File: src/rtl/psum_loopback_if.sv
// rtl/psum_loopback_if.sv - issue/row and final-result stream signals of psum_loopback
interface psum_loopback_if;
  logic        in_valid;
  logic        issue_ready;
  logic [15:0] psum_to_row;
  logic [15:0] row_out;
  logic        out_valid;
  logic [15:0] out_data;
  logic        out_ready;

  modport master (
    output in_valid,
    input  issue_ready,
    input  psum_to_row,
    output row_out,
    input  out_valid,
    input  out_data,
    output out_ready
  );

  modport slave (
    input  in_valid,
    output issue_ready,
    output psum_to_row,
    input  row_out,
    output out_valid,
    output out_data,
    input  out_ready
  );
endinterface

File: src/rtl/psum_loopback.sv
// rtl/psum_loopback.sv - partial-sum loopback FIFO feeding a PE row across num_pass passes
module psum_loopback #(
  parameter int DEPTH   = 8,
  parameter int ROW_LAT = 4
) (
  input  logic                   clk,
  input  logic                   rst,
  input  logic                   start,
  input  logic [3:0]             num_pass,
  input  logic [$clog2(DEPTH):0] num_vec,
  output logic                   busy,
  output logic                   done,
  psum_loopback_if.slave         bus
);
  localparam int AW = $clog2(DEPTH);
  localparam int VW = AW + 1;
  localparam logic [VW-1:0] DEPTH_V = VW'(DEPTH);

  typedef enum logic [1:0] {IDLE, RUN, DRAIN} state_t;
  state_t state_q, state_d;

  logic [3:0]         num_pass_q;
  logic [VW-1:0]      num_vec_q;
  logic [3:0]         pass_cnt;
  logic [VW-1:0]      vec_cnt;
  logic [15:0]        mem [DEPTH];
  logic [AW-1:0]      wr_ptr;
  logic [AW-1:0]      rd_ptr;
  logic [VW-1:0]      count;
  logic [ROW_LAT-1:0] inflight;

  logic        fifo_empty;
  logic        start_ok;
  logic        last_vec;
  logic        last_pass;
  logic        issue;
  logic        out_hs;
  logic        push;
  logic        pop;
  logic        issue_ready_c;
  logic [15:0] psum_c;
  logic        out_valid_c;
  logic [15:0] out_data_c;
  logic        done_c;

  assign fifo_empty = (count == '0);
  assign start_ok   = start && (num_pass != 4'd0) && (num_vec != '0) && (num_vec <= DEPTH_V);
  assign last_vec   = (vec_cnt == num_vec_q - 1'b1);
  assign last_pass  = (pass_cnt == num_pass_q - 4'd1);
  assign issue      = (state_q == RUN) && bus.in_valid && issue_ready_c;
  assign out_hs     = out_valid_c && bus.out_ready;
  // The delayed valid bit lands row_out in the FIFO regardless of state.
  assign push       = inflight[ROW_LAT-1];
  assign pop        = (issue && (pass_cnt != 4'd0)) || out_hs;

  always_ff @(posedge clk or negedge rst) begin
    if (!rst) begin
      state_q <= IDLE;
    end else begin
      state_q <= state_d;
    end
  end

  always_comb begin
    state_d       = state_q;
    issue_ready_c = 1'b0;
    psum_c        = 16'h0000;
    out_valid_c   = 1'b0;
    out_data_c    = 16'h0000;
    done_c        = 1'b0;
    case (state_q)
      IDLE: begin
        if (start_ok) begin
          state_d = RUN;
        end
      end
      RUN: begin
        issue_ready_c = (pass_cnt == 4'd0) || !fifo_empty;
        if (pass_cnt != 4'd0) begin
          psum_c = mem[rd_ptr];
        end
        if (bus.in_valid && issue_ready_c && last_vec && last_pass) begin
          state_d = DRAIN;
        end
      end
      DRAIN: begin
        out_valid_c = !fifo_empty;
        if (out_valid_c) begin
          out_data_c = mem[rd_ptr];
        end
        // Finish only on the handshake that empties the FIFO with nothing left in the row.
        if (out_valid_c && bus.out_ready && (count == VW'(1)) && (inflight == '0)) begin
          done_c  = 1'b1;
          state_d = IDLE;
        end
      end
      default: state_d = IDLE;
    endcase
  end

  assign bus.issue_ready = issue_ready_c;
  assign bus.psum_to_row = psum_c;
  assign bus.out_valid   = out_valid_c;
  assign bus.out_data    = out_data_c;
  assign busy            = (state_q != IDLE);
  assign done            = done_c;

  always_ff @(posedge clk or negedge rst) begin
    if (!rst) begin
      num_pass_q <= 4'd0;
      num_vec_q  <= '0;
      pass_cnt   <= 4'd0;
      vec_cnt    <= '0;
    end else if ((state_q == IDLE) && start_ok) begin
      num_pass_q <= num_pass;
      num_vec_q  <= num_vec;
      pass_cnt   <= 4'd0;
      vec_cnt    <= '0;
    end else if (issue) begin
      if (last_vec) begin
        vec_cnt  <= '0;
        pass_cnt <= pass_cnt + 4'd1;
      end else begin
        vec_cnt  <= vec_cnt + 1'b1;
      end
    end
  end

  generate
    if (ROW_LAT == 1) begin : g_lat1
      always_ff @(posedge clk or negedge rst) begin
        if (!rst) begin
          inflight <= '0;
        end else begin
          inflight <= issue;
        end
      end
    end else begin : g_latn
      always_ff @(posedge clk or negedge rst) begin
        if (!rst) begin
          inflight <= '0;
        end else begin
          inflight <= {inflight[ROW_LAT-2:0], issue};
        end
      end
    end
  endgenerate

  always_ff @(posedge clk or negedge rst) begin
    if (!rst) begin
      wr_ptr <= '0;
      rd_ptr <= '0;
      count  <= '0;
    end else begin
      if (push) begin
        wr_ptr <= wr_ptr + 1'b1;
      end
      if (pop) begin
        rd_ptr <= rd_ptr + 1'b1;
      end
      case ({push, pop})
        2'b10:   count <= count + 1'b1;
        2'b01:   count <= count - 1'b1;
        default: count <= count;
      endcase
    end
  end

  always_ff @(posedge clk) begin
    if (push) begin
      mem[wr_ptr] <= bus.row_out;
    end
  end
endmodule

File: src/flat_wrapper.sv
// flat-port wrapper written by rule: the top's interface ports become plain ports
module psum_loopback_flat 
#(
  parameter int DEPTH   = 8,
  parameter int ROW_LAT = 4
)
  (clk, rst, start, num_pass, num_vec, busy, done, bus_in_valid, bus_issue_ready, bus_psum_to_row, bus_row_out, bus_out_valid, bus_out_data, bus_out_ready);
  psum_loopback_if bus_i ();
  input  logic clk;
  input  logic rst;
  input  logic start;
  input  logic [3:0] num_pass;
  input  logic [$clog2(DEPTH):0] num_vec;
  output logic busy;
  output logic done;
  input wire logic [$bits(bus_i.in_valid)-1:0] bus_in_valid;
  output wire logic [$bits(bus_i.issue_ready)-1:0] bus_issue_ready;
  output wire logic [$bits(bus_i.psum_to_row)-1:0] bus_psum_to_row;
  input wire logic [$bits(bus_i.row_out)-1:0] bus_row_out;
  output wire logic [$bits(bus_i.out_valid)-1:0] bus_out_valid;
  output wire logic [$bits(bus_i.out_data)-1:0] bus_out_data;
  input wire logic [$bits(bus_i.out_ready)-1:0] bus_out_ready;
  assign bus_i.in_valid = bus_in_valid;
  assign bus_issue_ready = bus_i.issue_ready;
  assign bus_psum_to_row = bus_i.psum_to_row;
  assign bus_i.row_out = bus_row_out;
  assign bus_out_valid = bus_i.out_valid;
  assign bus_out_data = bus_i.out_data;
  assign bus_i.out_ready = bus_out_ready;
  psum_loopback #(.DEPTH(DEPTH), .ROW_LAT(ROW_LAT)) u_core (.clk(clk), .rst(rst), .start(start), .num_pass(num_pass), .num_vec(num_vec), .busy(busy), .done(done), .bus(bus_i));
endmodule
File: config.mk
export PLATFORM = sky130hd
export DESIGN_NAME = psum_loopback_flat
export DESIGN_NICKNAME = d
export VERILOG_FILES = /design/src/rtl/psum_loopback_if.sv /design/src/rtl/psum_loopback.sv /design/src/flat_wrapper.sv
export SDC_FILE = /design/constraint.sdc
export NUM_CORES = 1
export LEC_CHECK = 0
export CAP_MARGIN = 25
export CELL_PAD_IN_SITES_DETAIL_PLACEMENT = 1
export CELL_PAD_IN_SITES_GLOBAL_PLACEMENT = 1
export CORE_MARGIN = 4
export CORE_UTILIZATION = 35
export DETAILED_ROUTE_END_ITERATION = 6
export PLACE_DENSITY_LB_ADDON = 0.15
export SYNTH_ARGS = -nofsm -noshare
export SYNTH_HDL_FRONTEND = slang
export SYNTH_SLANG_ARGS = --single-unit
File: constraint.sdc
create_clock -name clk -period 7.35 [get_ports clk]
set_input_delay 0.735 -clock clk [delete_from_list [all_inputs] [get_ports clk]]
set_output_delay 0.735 -clock clk [all_outputs]
set_load 0.02 [all_outputs]
# --- After elaboration in Yosys (flattened, before gate mapping) ---
# Memory sizes are Yosys's and may differ from the RTL's.
# Index checks and enable logic that the tools add are counted.
word_totals:
  wordCells: 80
  out_inout_bits: 36
  romBits: 0
  ramBits: 128
  latchBits: 0
  regBits: 32
  memories: 1
  inputBits: 29
mem_list:
  columns: ["name", "words", "width", "read_ports", "rd_clocked_by_memory_dff", "wr", "line", "text"]
  rows:
  - ["u_core.mem", 8, 16, 1, 0, 1, "psum_loopback.sv:26", "logic [15:0] mem [DEPTH];"]
classes:
  n_mux: 21
  n_mul: 0
  add_sub_neg: 8
  eq_ne: 10
  shift: 0
  n_div: 0
  reduce_logical: 30
  n_bitwise: 0
  order_cmp: 1
ops:
  columns: ["cell", "n"]
  rows:
  - ["16-bit 2-to-1 mux", 4]
  - ["4-bit 2-to-1 mux", 6]
  - ["1-bit logical AND", 14]
  - ["4-bit by 1-bit adder with 4-bit output (second input constant)", 3]
  - ["4-bit logical NOT", 3]
  - ["4-bit nonzero test", 3]
  - ["4-bit by 1-bit subtractor with 4-bit output (second input constant)", 3]
  - ["4-bit == test", 2]
  - ["4-bit one-hot mux with 2 select lines", 1]
  - ["2-bit nonzero test", 4]
  - ["3-bit by 1-bit adder with 3-bit output (second input constant)", 2]
  - ["1-bit 2-to-1 mux", 6]
  - ["2-bit 2-to-1 mux", 3]
  - ["2-bit one-hot mux with 3 select lines", 1]
  - ["2-bit by 1-bit == test with 1-bit output (second input constant)", 2]
  - ["2-bit == test (second input constant)", 2]
  - ["4-bit by 1-bit == test with 1-bit output (second input constant)", 1]
  - ["4-bit <= comparator (second input constant)", 1]
  - ["2-bit by 1-bit inequality test with 1-bit output (second input constant)", 2]
  - ["3-bit AND reduction", 1]
  - ["2-bit logical NOT", 1]
  - ["1-bit logical OR", 2]
  - ["2-bit inequality test (second input constant)", 1]
  - ["2-bit AND reduction", 1]
  - ["1-bit logical NOT", 1]

# --- Logic depth before layout (Yosys ltp) ---
logic_depth:
  ltp_word: 9
  mapped_depth: 10
  depth_no_buf: 9

# --- Worst setup path after synthesis ---
# No wires, ideal clock.
synth_path:
  path_kind: "register to register"
  start: "register u_core.pass_cnt[0]"
  end: "register u_core.count[3]"
  t_required_ns: 7.271
  slack_ns: 4.827
  setup_time_ns: 0.079
  period_less_slack_ns: 2.523
  n_path_buf: 1
  path_stages_with_launch: 11
  arrival_ns: 2.444
  path_cell_list: "dfrtp_1 > inv_1 > ha_1 > nor3b_4 > nand2b_1 > buf_2 > o21ai_2 > ha_1 > or4b_2 > a21oi_1 > xor2_1"
synth_via:
  elab_chain_len: 8
  elab_cells_between_ends: 11
  cone_classes: "eq/ne (2); mux (2); reduce/logical (7)"
synth_rtl:
  columns: ["element", "line", "text"]
  rows:
  - ["start, declared", "psum_loopback.sv:24", "logic [3:0] pass_cnt;"]
  - ["start signal, assigned", "psum_loopback.sv:122", "pass_cnt <= pass_cnt + 4'd1;"]
  - ["4-bit logical NOT", "psum_loopback.sv:78", "issue_ready_c = (pass_cnt == 4'd0) || !fifo_empty;"]
  - ["1-bit logical OR", "psum_loopback.sv:78", null]
  - ["1-bit 2-to-1 mux", "psum_loopback.sv:71", "case (state_q)"]
  - ["1-bit logical AND", "psum_loopback.sv:50", "assign issue = (state_q == RUN) && bus.in_valid && issue_ready_c;"]
  - ["1-bit logical AND *", "psum_loopback.sv:54", "assign pop = (issue && (pass_cnt != 4'd0)) || out_hs;"]
  - ["1-bit logical OR *", "psum_loopback.sv:54", null]
  - ["2-bit by 1-bit == test with 1-bit output or 2-bit == test (tied branches)", "psum_loopback.sv:161", "case ({push, pop})"]
  - ["4-bit one-hot mux with 2 select lines or 2-bit nonzero test (tied branches)", null, null]
  - ["end signal, assigned", "psum_loopback.sv:162", "2'b10: count <= count + 1'b1;"]
  - ["end signal, assigned", "psum_loopback.sv:163", "2'b01: count <= count - 1'b1;"]
  - ["end signal, assigned", "psum_loopback.sv:164", "default: count <= count;"]
  - ["end, declared", "psum_loopback.sv:29", "logic [VW-1:0] count;"]
# Every way passes the cells marked *; elsewhere a longest branch is shown, timed or not.
# A chain may end at the register's enable or synchronous reset.

# --- Worst setup path in the final report ---
layout_path:
  start: "register u_core.count[0]"
  end: "output port bus_out_data[11]"
layout_via:
  elab_chain_len: 3
layout_rtl:
  columns: ["element", "line", "text"]
  rows:
  - ["4-bit logical NOT", "psum_loopback.sv:46", "assign fifo_empty = (count == '0);"]
  - ["16-bit 2-to-1 mux", "psum_loopback.sv:88", "if (out_valid_c) begin"]
  - ["16-bit 2-to-1 mux", "psum_loopback.sv:71", null]
  - ["end, declared", "flat_wrapper.sv:21", "output wire logic [$bits(bus_i.out_data)-1:0] bus_out_data;"]
# Every way passes these cells.

==> results.md <==
- Outcome: completed
- Worst Path Required: 6610 ps
- Vias per std cell: 5.035
- Post-Syn Instances: 390
- Global-route wire length before repair: 22.61 mm
- DIE AREA: 0.02146 mm2
- Crit-path max FO: 17
- Arr. time, crit path: 3070 ps
- DRT Pass-1 Iters: 4
- Longest Clk Path Bufs: 2
- Cell taking the most area after synthesis: edfxtp_1
- Worst Path Buf+Inv: 2
- Layout Skew: 6.251 ps
- Max VDD drop: 0.0001800 V
- Worst reg2reg startpoint: u_core.pass_cnt[0]$_DFFE_PN0P_
- Internal: 2.047 mW
- Final number of max-transition violations: 0
- Multiplexer share of the synthesized area: 15.24%
- Yosys top cell area share: 57.25%
- Hold Crit Class: register to register
- Routed Antenna Nets: 0
- Pwr/cell area: 366.9 mW/mm2
- HP Start: u_core.inflight[2]$_DFF_PN0_
- RePlAce Congestion: 0.6696
- RSZ-0062 raised after global routing: no
- Synth cell types: 45
- CTS tree: done
- CTS sink cnt: 160
- Num CTS Buffers: 17
- Max_cap viols: 0
- CTS Hold Bufs: 0
- YS warnings: 0
- Final non-filler cell total: 715
- Lkg Pwr: 2.940 nW
- Sw Pwr: 0.9747 mW
- Cell Area, Synth: 0.006714 mm2
- Worst slew pin tran: 953.8 ps
- Drt wl/cell: 19.77 um
- First DRT Iteration DRCs: 213
- Setup Viol. Count Final: 0
- Clock Latency Late Sink: 420 ps
- N_diodes: 0
- CP startpoint kind: register
- Buffers on Ports: 64
- Clock root buffer: clkbuf_16
- Minimum clock period after layout: 3809 ps
- CP max stage cell: clkdlybuf4s50_1
- Starting Density: 35.77%
- Area grow syn2layout: 22.66%
- Nets: 508
- Crit. End Element: output port
- Crit path from: u_core.count[0]$_DFFE_PN0P_
- Layout cells sized above 1: 20.17%
- H-Tree Depth: 4
- Placed cells: 681
- Die X: 146.5 um
- Core Region: 0.01877 mm2
- Via count: 3600
- Achievable frequency: 0.2626 GHz
- Die Ht: 146.5 um
- TNS Setup: 0 ps
- Largest family of logic cells by synthesized area: multiplexers
- Part of the power in registers: 41.9%
- Clock Power Share: 26.2%
- Reg clk slew, reported paths: 60 ps
- Synth Area in Compound Gates: 1.584%
- Synth Flop Type: edfxtp_1
- Commonest non-fill, non-tap cell in the layout: edfxtp_1
- Count of final hold-check violations: 0
- Largest net degree at the start of global routing: 35
- Post-synth EDFFs: 128
- Dpl hpwl: 8.828 mm
- Switching Fraction: 32.25%
- Residual DRC: 0
- Logic pwr share: 31.9%
- Initial antenna violation count: 0
- Vias in the first global route: 4006
- Critical Path Max Stage Delay: 660 ps
- XOR/XNOR Fraction of Synth Area: 2.814%
- Highest-count cells in the layout ignoring fill and taps: 128 x edfxtp_1, 64 x clkdlybuf4s50_1, 44 x nor2_1
- I/O pin cnt: 65
- Sequential share of the synthesized area: 69.18%
- Syn_area_per_cell: 17.22 um2
- Syn nets: 430
- Simple-Gate Fraction of Synth Area: 7.175%
- Drt total wl: 14.14 mm
- Rows: 50
- Synth area leaders: edfxtp_1 57%, dfrtp_1 12%, mux4_2 11%
- Slew headroom: 36.42%
- Post-cts sizing count: 0
- Fraction of registers with async set/reset: 20.00%
- Postcts setup bufs: 0
- GRT Overall Usage: 14.03%
- Post-Synth Adder-Cell Area: 2.050%
- FF+latch count, synth: 160
- Crit path cell chain: inv_1, ha_1, or3b_1, nand2_1, nor2_1, clkdlybuf4s50_1
- Remaining Overflow, GRT: 0
- CP delay by family, top: simple AND/OR/NAND/NOR gates
- Part of the cycle the worst path needs: 51.82%
- Setup CP Type: register to output port
-- flip-flops by register name, summed over array words and instances, names as in the netlist --
signal	cells
u_core.num_pass_q	4
u_core.count	4
u_core.num_vec_q	4
u_core.mem	128
u_core.vec_cnt	4
u_core.inflight	4
u_core.pass_cnt	4
u_core.state_q	2
u_core.rd_ptr	3
u_core.wr_ptr	3
-- final cells by class --
cell class	count	area, um2
Sequential cell	160	4647
Inverter	13	51.30
Multi-Input combinational cell	201	1961
Tap cell	234	292.8
Timing Repair Buffer	75	750.7
Clock inverter	14	103.9
Clock buffer	18	429.2
Fill cell	1843	10530
-- Yosys cell counts (4+ instances only) --
cell      count
buf_2         7
clkbuf_1      6
dfrtp_1      32
edfxtp_1    128
ha_1         11
inv_1        12
mux2_2        9
mux2i_1      19
mux4_2       32
nand2_1      14
nand2b_1      5
nand3_1       7
nor2_1       44
nor3_1        7
o21ai_0       4
xnor2_1       9
xor2_1       10
-- power groups by stage --
stage | clock network [mW] | logic (mW) | registers, mW
after floorplan | 0 | 0.679 | 1.20
after global placement | 0 | 0.957 | 1.28
after detailed placement | 0 | 0.974 | 1.29
after CTS | 0.815 | 0.980 | 1.27
after global routing | 0.856 | 1.06 | 1.29
final | 0.791 | 0.964 | 1.27
-- per-layer routing --
layer  up-vias  share of wire, %  track usage [%]
met1      1884                44            17.88
met4         0               1.6            4.986
li1       1643                 -                -
met5         -                 0                0
met2        55                51            23.36
met3        18               3.4            3.600
-- cells by family after synthesis --
group / count (synthesis)
DFF: 160
and+or+nand+nor: 95
muxes: 61
buffers and inverters: 29
xor gates and xnor gates: 20
AOI/OAI and AO/OA: 14
adders and majority gates: 11
-- metrics by stage --
stage               util (%)  setup slack, ps  cell area [um2]  hold slack, ps  power (mW)
floorplan                  -             4827             6714           354.6       1.881
global placement       40.81             4004             7660           359.3       2.238
detailed placement     40.81             3951             7660           372.3       2.265
CTS                    43.65             3453             8193           385.4       3.068
global route           43.88             3327             8235           393.5       3.202
finish                 43.88             3541             8235           381.2       3.022
-- path summary, 6_finish.rpt --
kind / depth (start not counted) / endpoint / slack, ps
min: 0 / u_core.inflight[3]$_DFF_PN0_ / 380
min in group asynchronous: 2 / u_core.num_pass_q[1]$_DFFE_PN0N_ / 720
min reg2reg: 0 / u_core.inflight[3]$_DFF_PN0_ / 380
max in group asynchronous: 2 / u_core.rd_ptr[0]$_DFFE_PN0N_ / 6290
max reg2reg: 9 / u_core.count[3]$_DFFE_PN0P_ / 4060
max: 6 / bus_out_data[11] / 3540
Power figures use the tool's default switching activity.
